--- src/rtl/audio_serializer.sv ---
// Serializes buffered multi-channel audio frames onto a codec bit clock in DSP, I2S or
// left-justified framing. Frame starts come from audio_sample_clk; frames are buffered in a small FIFO.
module audio_serializer #(
  parameter int unsigned SAMPLE_WIDTH = 16,
  parameter int unsigned SLOT_WIDTH   = 16,
  parameter int unsigned CHANNELS     = 2,
  parameter int unsigned FIFO_DEPTH   = 4
) (
  input  logic                                 clk25,
  input  logic                                 reset25,
  input  logic                                 audio_bclk,
  input  logic                                 audio_sample_clk,
  input  logic [1:0]                           mode,
  input  logic                                 s_valid,
  output logic                                 s_ready,
  input  logic [CHANNELS*SAMPLE_WIDTH-1:0]     s_data,
  output logic                                 audio_dacdat,
  output logic                                 audio_daclrc,
  output logic                                 underrun,
  output logic                                 frame_abort,
  output logic [$clog2(FIFO_DEPTH+1)-1:0]      fifo_level
);

  localparam int unsigned FW = CHANNELS * SAMPLE_WIDTH;
  localparam int unsigned N  = CHANNELS * SLOT_WIDTH;
  localparam int unsigned KW = $clog2(N + 1);
  localparam int unsigned PW = $clog2(FIFO_DEPTH);
  localparam int unsigned LW = $clog2(FIFO_DEPTH + 1);

  typedef enum logic [1:0] {
    MODE_DSP = 2'd0,
    MODE_I2S = 2'd1,
    MODE_LJ  = 2'd2
  } mode_e;

  logic          bclk_s1_q, bclk_s2_q, bclk_s3_q;
  logic          sclk_q, sclk_prev_q;
  logic          pending_q, pending_d;
  logic [FW-1:0] mem_q [FIFO_DEPTH];
  logic [PW-1:0] wr_ptr_q, wr_ptr_d, rd_ptr_q, rd_ptr_d;
  logic [LW-1:0] level_q, level_d;
  mode_e         mode_q, mode_d, mode_new;
  logic          active_q, active_d;
  logic [KW-1:0] k_q, k_d, k_last;
  logic [N-1:0]  sh_q, sh_d, stream, load;
  logic          dacdat_q, dacdat_d, daclrc_q, daclrc_d;
  logic          underrun_q, underrun_d, abort_q, abort_d;

  logic          bclk_fall, sclk_rise, start, full, empty, push, pop;
  logic [FW-1:0] head;

  assign bclk_fall = bclk_s3_q & ~bclk_s2_q;
  assign sclk_rise = sclk_q & ~sclk_prev_q;
  assign start     = bclk_fall & pending_q;
  assign full      = (level_q == LW'(FIFO_DEPTH));
  assign empty     = (level_q == '0);
  assign s_ready   = ~full & ~reset25;
  assign push      = s_valid & s_ready;
  assign pop       = start & ~empty;
  assign mode_new  = (mode == 2'd3) ? MODE_DSP : mode_e'(mode);
  assign k_last    = (mode_q == MODE_I2S) ? KW'(N) : KW'(N - 1);
  assign head      = mem_q[rd_ptr_q];

  // Stream bit j sits at stream[N-1-j]: slot-major, sample MSB first, zero padding at slot tail
  for (genvar c = 0; c < CHANNELS; c++) begin : g_slot
    for (genvar p = 0; p < SLOT_WIDTH; p++) begin : g_bit
      if (p < SAMPLE_WIDTH) begin : g_data
        assign stream[N-1-(c*SLOT_WIDTH+p)] = head[c*SAMPLE_WIDTH+SAMPLE_WIDTH-1-p];
      end else begin : g_pad
        assign stream[N-1-(c*SLOT_WIDTH+p)] = 1'b0;
      end
    end
  end

  assign load = empty ? '0 : stream;

  // Next-state logic for FIFO bookkeeping and the serial framer
  always_comb begin
    pending_d  = start ? sclk_rise : (pending_q | sclk_rise);
    wr_ptr_d   = push ? wr_ptr_q + PW'(1) : wr_ptr_q;
    rd_ptr_d   = pop ? rd_ptr_q + PW'(1) : rd_ptr_q;
    level_d    = level_q + LW'(push) - LW'(pop);
    mode_d     = mode_q;
    active_d   = active_q;
    k_d        = k_q;
    sh_d       = sh_q;
    dacdat_d   = dacdat_q;
    daclrc_d   = daclrc_q;
    underrun_d = 1'b0;
    abort_d    = 1'b0;
    if (start) begin
      mode_d     = mode_new;
      active_d   = 1'b1;
      k_d        = '0;
      abort_d    = active_q;
      underrun_d = empty;
      if (mode_new == MODE_I2S) begin
        dacdat_d = 1'b0;
        daclrc_d = 1'b0;
        sh_d     = load;
      end else begin
        dacdat_d = load[N-1];
        daclrc_d = 1'b1;
        sh_d     = {load[N-2:0], 1'b0};
      end
    end else if (bclk_fall && active_q) begin
      if (k_q == k_last) begin
        active_d = 1'b0;
        dacdat_d = 1'b0;
        daclrc_d = (mode_q == MODE_I2S);
      end else begin
        k_d      = k_q + KW'(1);
        dacdat_d = sh_q[N-1];
        sh_d     = {sh_q[N-2:0], 1'b0};
        case (mode_q)
          MODE_LJ:  daclrc_d = (k_d < KW'(SLOT_WIDTH));
          MODE_I2S: daclrc_d = (k_d >= KW'(SLOT_WIDTH));
          default:  daclrc_d = 1'b0;
        endcase
      end
    end
  end

  // Sample-clock history reloads from the pin in reset so a level held high is not seen as an edge
  always_ff @(posedge clk25) begin
    if (reset25) begin
      bclk_s1_q   <= 1'b0;
      bclk_s2_q   <= 1'b0;
      bclk_s3_q   <= 1'b0;
      sclk_q      <= audio_sample_clk;
      sclk_prev_q <= audio_sample_clk;
      pending_q   <= 1'b0;
      wr_ptr_q    <= '0;
      rd_ptr_q    <= '0;
      level_q     <= '0;
      mode_q      <= MODE_DSP;
      active_q    <= 1'b0;
      k_q         <= '0;
      sh_q        <= '0;
      dacdat_q    <= 1'b0;
      daclrc_q    <= 1'b0;
      underrun_q  <= 1'b0;
      abort_q     <= 1'b0;
    end else begin
      bclk_s1_q   <= audio_bclk;
      bclk_s2_q   <= bclk_s1_q;
      bclk_s3_q   <= bclk_s2_q;
      sclk_q      <= audio_sample_clk;
      sclk_prev_q <= sclk_q;
      pending_q   <= pending_d;
      wr_ptr_q    <= wr_ptr_d;
      rd_ptr_q    <= rd_ptr_d;
      level_q     <= level_d;
      mode_q      <= mode_d;
      active_q    <= active_d;
      k_q         <= k_d;
      sh_q        <= sh_d;
      dacdat_q    <= dacdat_d;
      daclrc_q    <= daclrc_d;
      underrun_q  <= underrun_d;
      abort_q     <= abort_d;
    end
  end

  always_ff @(posedge clk25) begin
    if (push) begin
      mem_q[wr_ptr_q] <= s_data;
    end
  end

  assign audio_dacdat = dacdat_q;
  assign audio_daclrc = daclrc_q;
  assign underrun     = underrun_q;
  assign frame_abort  = abort_q;
  assign fifo_level   = level_q;

endmodule

--- config.mk ---
export PLATFORM = sky130hd
export DESIGN_NAME = audio_serializer
export DESIGN_NICKNAME = d
export VERILOG_FILES = /design/src/rtl/audio_serializer.sv
export SDC_FILE = /design/constraint.sdc
export NUM_CORES = 1
export LEC_CHECK = 0
export BUFFER_PORTS_ARGS = -buffer_cell sky130_fd_sc_hd__buf_2
export CELL_PAD_IN_SITES_DETAIL_PLACEMENT = 1
export CELL_PAD_IN_SITES_GLOBAL_PLACEMENT = 1
export CORE_MARGIN = 3
export CORE_UTILIZATION = 51
export DETAILED_ROUTE_END_ITERATION = 10
export PLACE_DENSITY_LB_ADDON = 0.1
export SYNTH_ARGS = -nofsm -noshare
export SYNTH_HDL_FRONTEND = slang
export SYNTH_SLANG_ARGS = --single-unit
--- constraint.sdc ---
create_clock -name clk25 -period 3.1 [get_ports clk25]
set_input_delay 0.155 -clock clk25 [delete_from_list [all_inputs] [get_ports clk25]]
set_output_delay 0.155 -clock clk25 [all_outputs]
set_load 0.02 [all_outputs]
Word level (Yosys, flattened, before mapping)
Memory sizes are Yosys's and may differ from the RTL's. A register that Yosys moved wholly into a read port is not among the register bits.
Index checks and enable logic that the tools add are counted.
{"block": "op_classes", "addsub": 5, "magnitude_cmp": 2, "eq_ne": 7, "n_mux": 25, "bitwise_logic": 14, "n_reduce_logical": 9}
{"cell": "$mux W32", "n": 5}
{"cell": "$mux W1", "n": 15}
{"cell": "$not A1 Y1", "n": 7}
{"cell": "$add A6 B1 Y6 const B", "n": 1}
{"cell": "$and A1 B1 Y1", "n": 6}
{"cell": "$eq A6 B6 Y1", "n": 1}
{"cell": "$ge A6 B5 Y1 const B", "n": 1}
{"cell": "$lt A6 B5 Y1 const B", "n": 1}
{"cell": "$mux W2", "n": 3}
{"cell": "$mux W6", "n": 1}
{"cell": "$reduce_and A2 Y1", "n": 3}
{"cell": "$add A2 B1 Y2 const B", "n": 2}
{"cell": "$eq A2 B1 Y1 const B", "n": 2}
{"cell": "$eq A2 B2 Y1 const B", "n": 2}
{"cell": "$reduce_bool A2 Y1", "n": 2}
{"cell": "$reduce_or A2 Y1", "n": 2}
{"cell": "$add A3 B1 Y3", "n": 1}
{"cell": "$eq A3 B3 Y1 const B", "n": 1}
{"cell": "$logic_not A3 Y1", "n": 1}
{"cell": "$sub A3 B1 Y3", "n": 1}
{"cell": "$ne A2 B2 Y1 const B", "n": 1}
{"cell": "$pmux W1 S2", "n": 1}
{"cell": "$logic_and A1 B1 Y1", "n": 1}
{"cell": "$or A1 B1 Y1", "n": 1}
{"block": "word_totals", "regBits": 58, "mem_bits_rw": 128, "inputBits": 39, "elab_cells": 80, "mem_count": 1}
{"name": "mem_q", "words": 4, "width": 32, "rd": 1, "rd_clocked_by_memory_dff": 1, "write_ports": 1, "line_no": "39", "source": "logic [FW-1:0] mem_q [FIFO_DEPTH];"}

Depth between registers and ports, before layout
{"block": "logic_depth", "ltp_word": 6, "ltp_mapped": 11, "mapped_depth_nobuf": 11}

Least setup slack after synthesis
No wires, ideal clock.
{"block": "synth_timing", "path_type": "flip-flop to flip-flop", "startpoint": "register level_q[1], in the netlist fifo_level[1]", "endpoint": "register level_q[2], in the netlist fifo_level[2]", "setup_ps": 128, "t_arrival_ps": 2584, "slack_ps": 388, "stages_incl_launch_ff": 12, "synth_period_minus_slack_ps": 2712, "cell_sequence": "dfxtp_1 nor2_1 a21oi_1 and2_1 inv_1 ha_1 inv_1 ha_1 fa_1 xnor2_1 xnor2_1 nor2_1"}
{"block": "synth_via", "elab_chain_len": 6}
{"item": "start, declared", "line_no": "41", "source": "logic [LW-1:0] level_q, level_d;"}
{"item": "start signal, assigned", "line_no": "153", "source": "level_q <= level_d;"}
{"item": "$eq A3 B3 Y1", "line_no": "55", "source": "assign full = (level_q == LW'(FIFO_DEPTH));"}
{"item": "$not A1 Y1", "line_no": "57", "source": "assign s_ready = ~full & ~reset25;"}
{"item": "$and A1 B1 Y1", "line_no": "57"}
{"item": "via s_ready", "line_no": "15", "source": "output logic s_ready,"}
{"item": "$and A1 B1 Y1", "line_no": "58", "source": "assign push = s_valid & s_ready;"}
{"item": "$add A3 B1 Y3", "line_no": "82", "source": "level_d = level_q + LW'(push) - LW'(pop);"}
{"item": "$sub A3 B1 Y3", "line_no": "82"}
The timed path passes the listed nets, and every way through them passes these cells.
A chain may end at the register's enable or synchronous reset.

Worst setup path after layout
{"block": "layout_timing", "startpoint": "register level_q[1], in the netlist fifo_level[1]", "endpoint": "register level_q[2], in the netlist fifo_level[2]"}
{"block": "layout_via", "elab_chain_len": 6}
{"item": "$eq A3 B3 Y1", "line_no": "55"}
{"item": "$not A1 Y1", "line_no": "57"}
{"item": "$and A1 B1 Y1", "line_no": "57"}
{"item": "$and A1 B1 Y1", "line_no": "58"}
{"item": "$add A3 B1 Y3", "line_no": "82"}
{"item": "$sub A3 B1 Y3 *", "line_no": "82"}
Mark *: on every way between the ends. The rest lies on a longest branch, timed or not.

==> key figures <==
STA
  – Actual slew at the worst max-slew pin: ~0.65 ns
  – Total negative setup slack: 0 ns
  – Number of hold violations in the final report: 0
  – Worst slew margin: 56.4%
  – Maximum clock frequency: just under 400 MHz
  – Unrepaired setup endpoints after global routing: false
  – Period utilisation layout: between 80% and 90%
  – Min cycle time layout: 2.55 ns
  – Number of pins exceeding their max-slew limit in the final report: 0
  – Final Skew: between 0.004 and 0.005 ns
  – Final number of setup-violating endpoints: 0
  – Setup WS post-layout: about 0.55 ns

Logic synthesis
  – Sequential area share after synthesis: between 60% and 70%
  – Synthesized area per cell: between 15 and 20 sq um
  – Count of yosys warnings during synthesis: 0
  – Multiplexer area fraction after synthesis: around 14%
  – Number of register bits inferred by synthesis: between 150 and 200
  – Synth Area in Adders: under 10%
  – Combinational family with the most area after synthesis: multiplexers
  – Synthesized netlist net count: roughly 510
  – Synth Area in Compound Gates: approximately 7.7%
  – Synth cell types: 49
  – Area share of xor/xnor cells in the synthesized design: less than 1%
  – Mapped Area: 7450 sq um
  – Synthesized instance count: ~470
  – Simple-gate share of the synthesized area: around 5.2%

Critical path
  – Critical register-to-register path startpoint: fifo_level[1]
  – Setup crit end kind: register
  – Critical path class: reg -> reg
  – Crit path launch: fifo_level[1]
  – Data arrival time at the worst-slack endpoint: ~2.9 ns
  – Largest fanout on the critical path: 6
  – Critical path launch point type: register
  – Required arrival time at the worst endpoint: roughly 3.4 ns

Cells and area
  – Number of nets in the final layout: 597
  – Layout Cell Area excl Fill: approximately 9000 sq um
  – Area added between synthesis and finish: 17.6%
  – Number of non-filler instances in the completed layout: between 700 and 800
  – Number of antenna cells inserted: 0
  – Fraction of final layout cells sized beyond drive strength 1: a little under a quarter

Global route
  – Largest net degree at the start of global routing: 35
  – Wire length of the first global-routing pass: 25900 microns
  – Initial antenna violation count: 0
  – Via count of the first global-routing pass: between 4000 and 5000
  – Total global-route track usage: between 20% and 30%
  – Total overflow reported by the global router: 0

Drt
  – First drt pass iteration count: 4
  – DRC errors left: 0
  – Total number of vias: 4354
  – Iteration-0 DRC Markers: roughly 280
  – Mean number of vias per cell: around 5.9
  – Number of routed nets with antenna violations: 0
  – Routed wire length: between 15000 and 20000 microns
  – WL/cell: approximately 21 microns

Place
  – Placed insts: 675
  – Cell area after placement: about 8000 sq um
  – Number of buffers inserted by port buffering: 46
  – DP Wirelength: 9260 microns
  – Routability Congestion: roughly 0.75
  – Placement Setup Slack: 0.575 ns

Power
  – P_leak: ~3.1 nW
  – Power density of the placed cells: between 500 and 600 nW/um^2
  – Worst voltage drop across the vdd grid: 0.000531 V

Die
  – Die Wd: 127 microns
  – Initial standard-cell utilization of the core: 52.8%
  – Core box area: between 10000 and 15000 sq um
  – Area of the die: between 15000 and 20000 sq um
  – Chip height: roughly 130 microns
  – Site row count: between 40 and 50
  – Top Ports: 47

Run
  – Max-Cap Viols: 0

Outcome
  – Result of the run: finished clean

CTS
  – Clock tree from TritonCTS: built
  – Total clock sinks: around 190
  – Clock Tree Root: sky130_fd_sc_hd__clkbuf_16
  – Clock buffers created by TritonCTS: 17
  – Maximum buffer depth of the clock tree: 2
  – H-Tree Depth: 4
  – Worst skew pair latency: 0.43 ns
  – Number of hold buffers added after cts: 34
  – Number of gates given a new drive strength after cts: 0
  – Clock slew at the register clock pins of the worst setup and hold paths: 0.07 ns
  – Number of buffers inserted by post-CTS setup repair: 0

Min path
  – Hold Crit Start: mode[0]
  – Min-Delay Path Class: in -> reg
synthesized netlist by cell type, drive strengths merged:
library cell / count / area, sq um
nor2b: 7 / 43.8
a211o: 1 / 8.76
fa: 1 / 20.0
and2b: 1 / 8.76
dfxtp: 60 / 1200
nand3b: 2 / 18.8
clkbuf: 15 / 56.3
a21oi: 12 / 60.1
or4: 2 / 15.0
xor2: 3 / 26.3
a41o: 1 / 10.0
buf: 14 / 93.8
a22oi: 31 / 233
nand2: 9 / 33.8
nor3b: 1 / 7.51
inv: 10 / 37.5
o32ai: 1 / 8.76
o22ai: 31 / 194
nand4b: 1 / 8.76
nor4b: 1 / 15.0
nor3: 3 / 15.0
nand2b: 3 / 18.8
nor4: 2 / 12.5
mux4: 32 / 721
a32oi: 1 / 8.76
ha: 9 / 113
or3b: 1 / 8.76
edfxtp: 128 / 3840
xnor2: 5 / 43.8
nor2: 19 / 71.3
nand4: 2 / 12.5
nand3: 5 / 35.0
and2: 4 / 25.0
and3: 5 / 31.3
mux2i: 32 / 320
o211ai: 2 / 15.0
o31ai: 1 / 7.51
o21ai: 4 / 20.0
mux2: 1 / 11.3
a221oi: 1 / 8.76
or3: 1 / 6.26
final timing paths:
check | endpoint | slack, ns | depth (start not counted)
worst max register to register | fifo_level[2] | 0.55 | 11
worst min-delay path | mode_q[1] | 0.04 | 3
worst max-delay path | fifo_level[2] | 0.55 | 11
worst min register to register | bclk_s2_q | 0.44 | 1
layout make-up:
cell class                      count  area, sq um
Clock buffer                       18          429
Fill cell                        1279         5330
Tap cell                          180          225
Clock inverter                     14          123
Multi-Input combinational cell    238         2220
Timing Repair Buffer               93          681
Inverter                           10         37.5
Sequential cell                   188         5050
where the power goes:
part,total (mW),internal (mW),switching [mW]
clock,2.03,1.11,0.924
sequential,2.77,2.75,0.0257
combinational,0.335,0.140,0.195
total,5.14,4.00,1.14
flip-flops by register name, indices dropped and copies added, names as in the netlist, named ones only:
| register | cells |
|---|---|
| sh_q | 32 |
| wr_ptr_q | 2 |
| audio_daclrc | 1 |
| mem_q | 128 |
| underrun | 1 |
| sclk_q | 1 |
| active_q | 1 |
| k_q | 6 |
| bclk_s2_q | 1 |
| bclk_s1_q | 1 |
| audio_dacdat | 1 |
| rd_ptr_q | 2 |
| bclk_s3_q | 1 |
| mode_q | 2 |
| fifo_level | 3 |
| sclk_prev_q | 1 |
| pending_q | 1 |
| frame_abort | 1 |
layout by cell type (no fill, tap or decap), drive strengths merged, types with 3 or more instances in the layout:
master,count
a22oi,31
mux2i,32
xor2,3
a21oi,12
nand3,5
edfxtp,128
xnor2,5
mux4,32
and3,5
clkinv,7
and2,4
clkinvlp,4
nand2,9
clkbuf,18
inv,12
dfxtp,60
o22ai,31
o21ai,4
nor2b,7
buf,59
nor2,19
nor3,3
ha,9
dlygate4sd3,34
nand2b,3
metal layers:
layer  GRT usage [%]  routed length (microns)
met1            27.5                     6820
met3            4.21                      578
met2            35.5                     8110
met5               0                        0
met4            7.32                      222
worst max-delay path, stage by stage, from the launching register on:
cell and delay [ns]:
sky130_fd_sc_hd__dfxtp_1 0.43, sky130_fd_sc_hd__nor2_1 0.07, sky130_fd_sc_hd__a21oi_1 0.32, sky130_fd_sc_hd__and2_1 0.26, sky130_fd_sc_hd__inv_1 0.06, sky130_fd_sc_hd__ha_1 0.28
sky130_fd_sc_hd__inv_1 0.04, sky130_fd_sc_hd__ha_1 0.18, sky130_fd_sc_hd__fa_1 0.39, sky130_fd_sc_hd__xnor2_1 0.18, sky130_fd_sc_hd__xnor2_1 0.14, sky130_fd_sc_hd__nor2_1 0.07
per-stage QoR:
step / total power [mW] / util [%] / hold WS, ns
finish: 5.14 / 62.2 / 0.0376
global route: 5.33 / 62.2 / 0.0279
CTS: 5.20 / 62.2 / 0.0183
detailed placement: 3.13 / 55.8 / 0.286
global placement: 3.11 / 55.8 / 0.268
floorplan: 3.00 / - / 0.183
cells by family (layout without fill, tap and decap cells):
logic type / count (synthesis) / count (layout)
AO/OA/AOI/OAI: 86 / 86
XOR/XNOR: 8 / 8
adder cells (fa/ha/maj): 10 / 10
buffers and inverters: 39 / 135
flip-flops: 188 / 188
multiplexers: 65 / 65
AND/OR/NAND/NOR: 69 / 69
No activity file was read; power rests on OpenSTA's default activity.
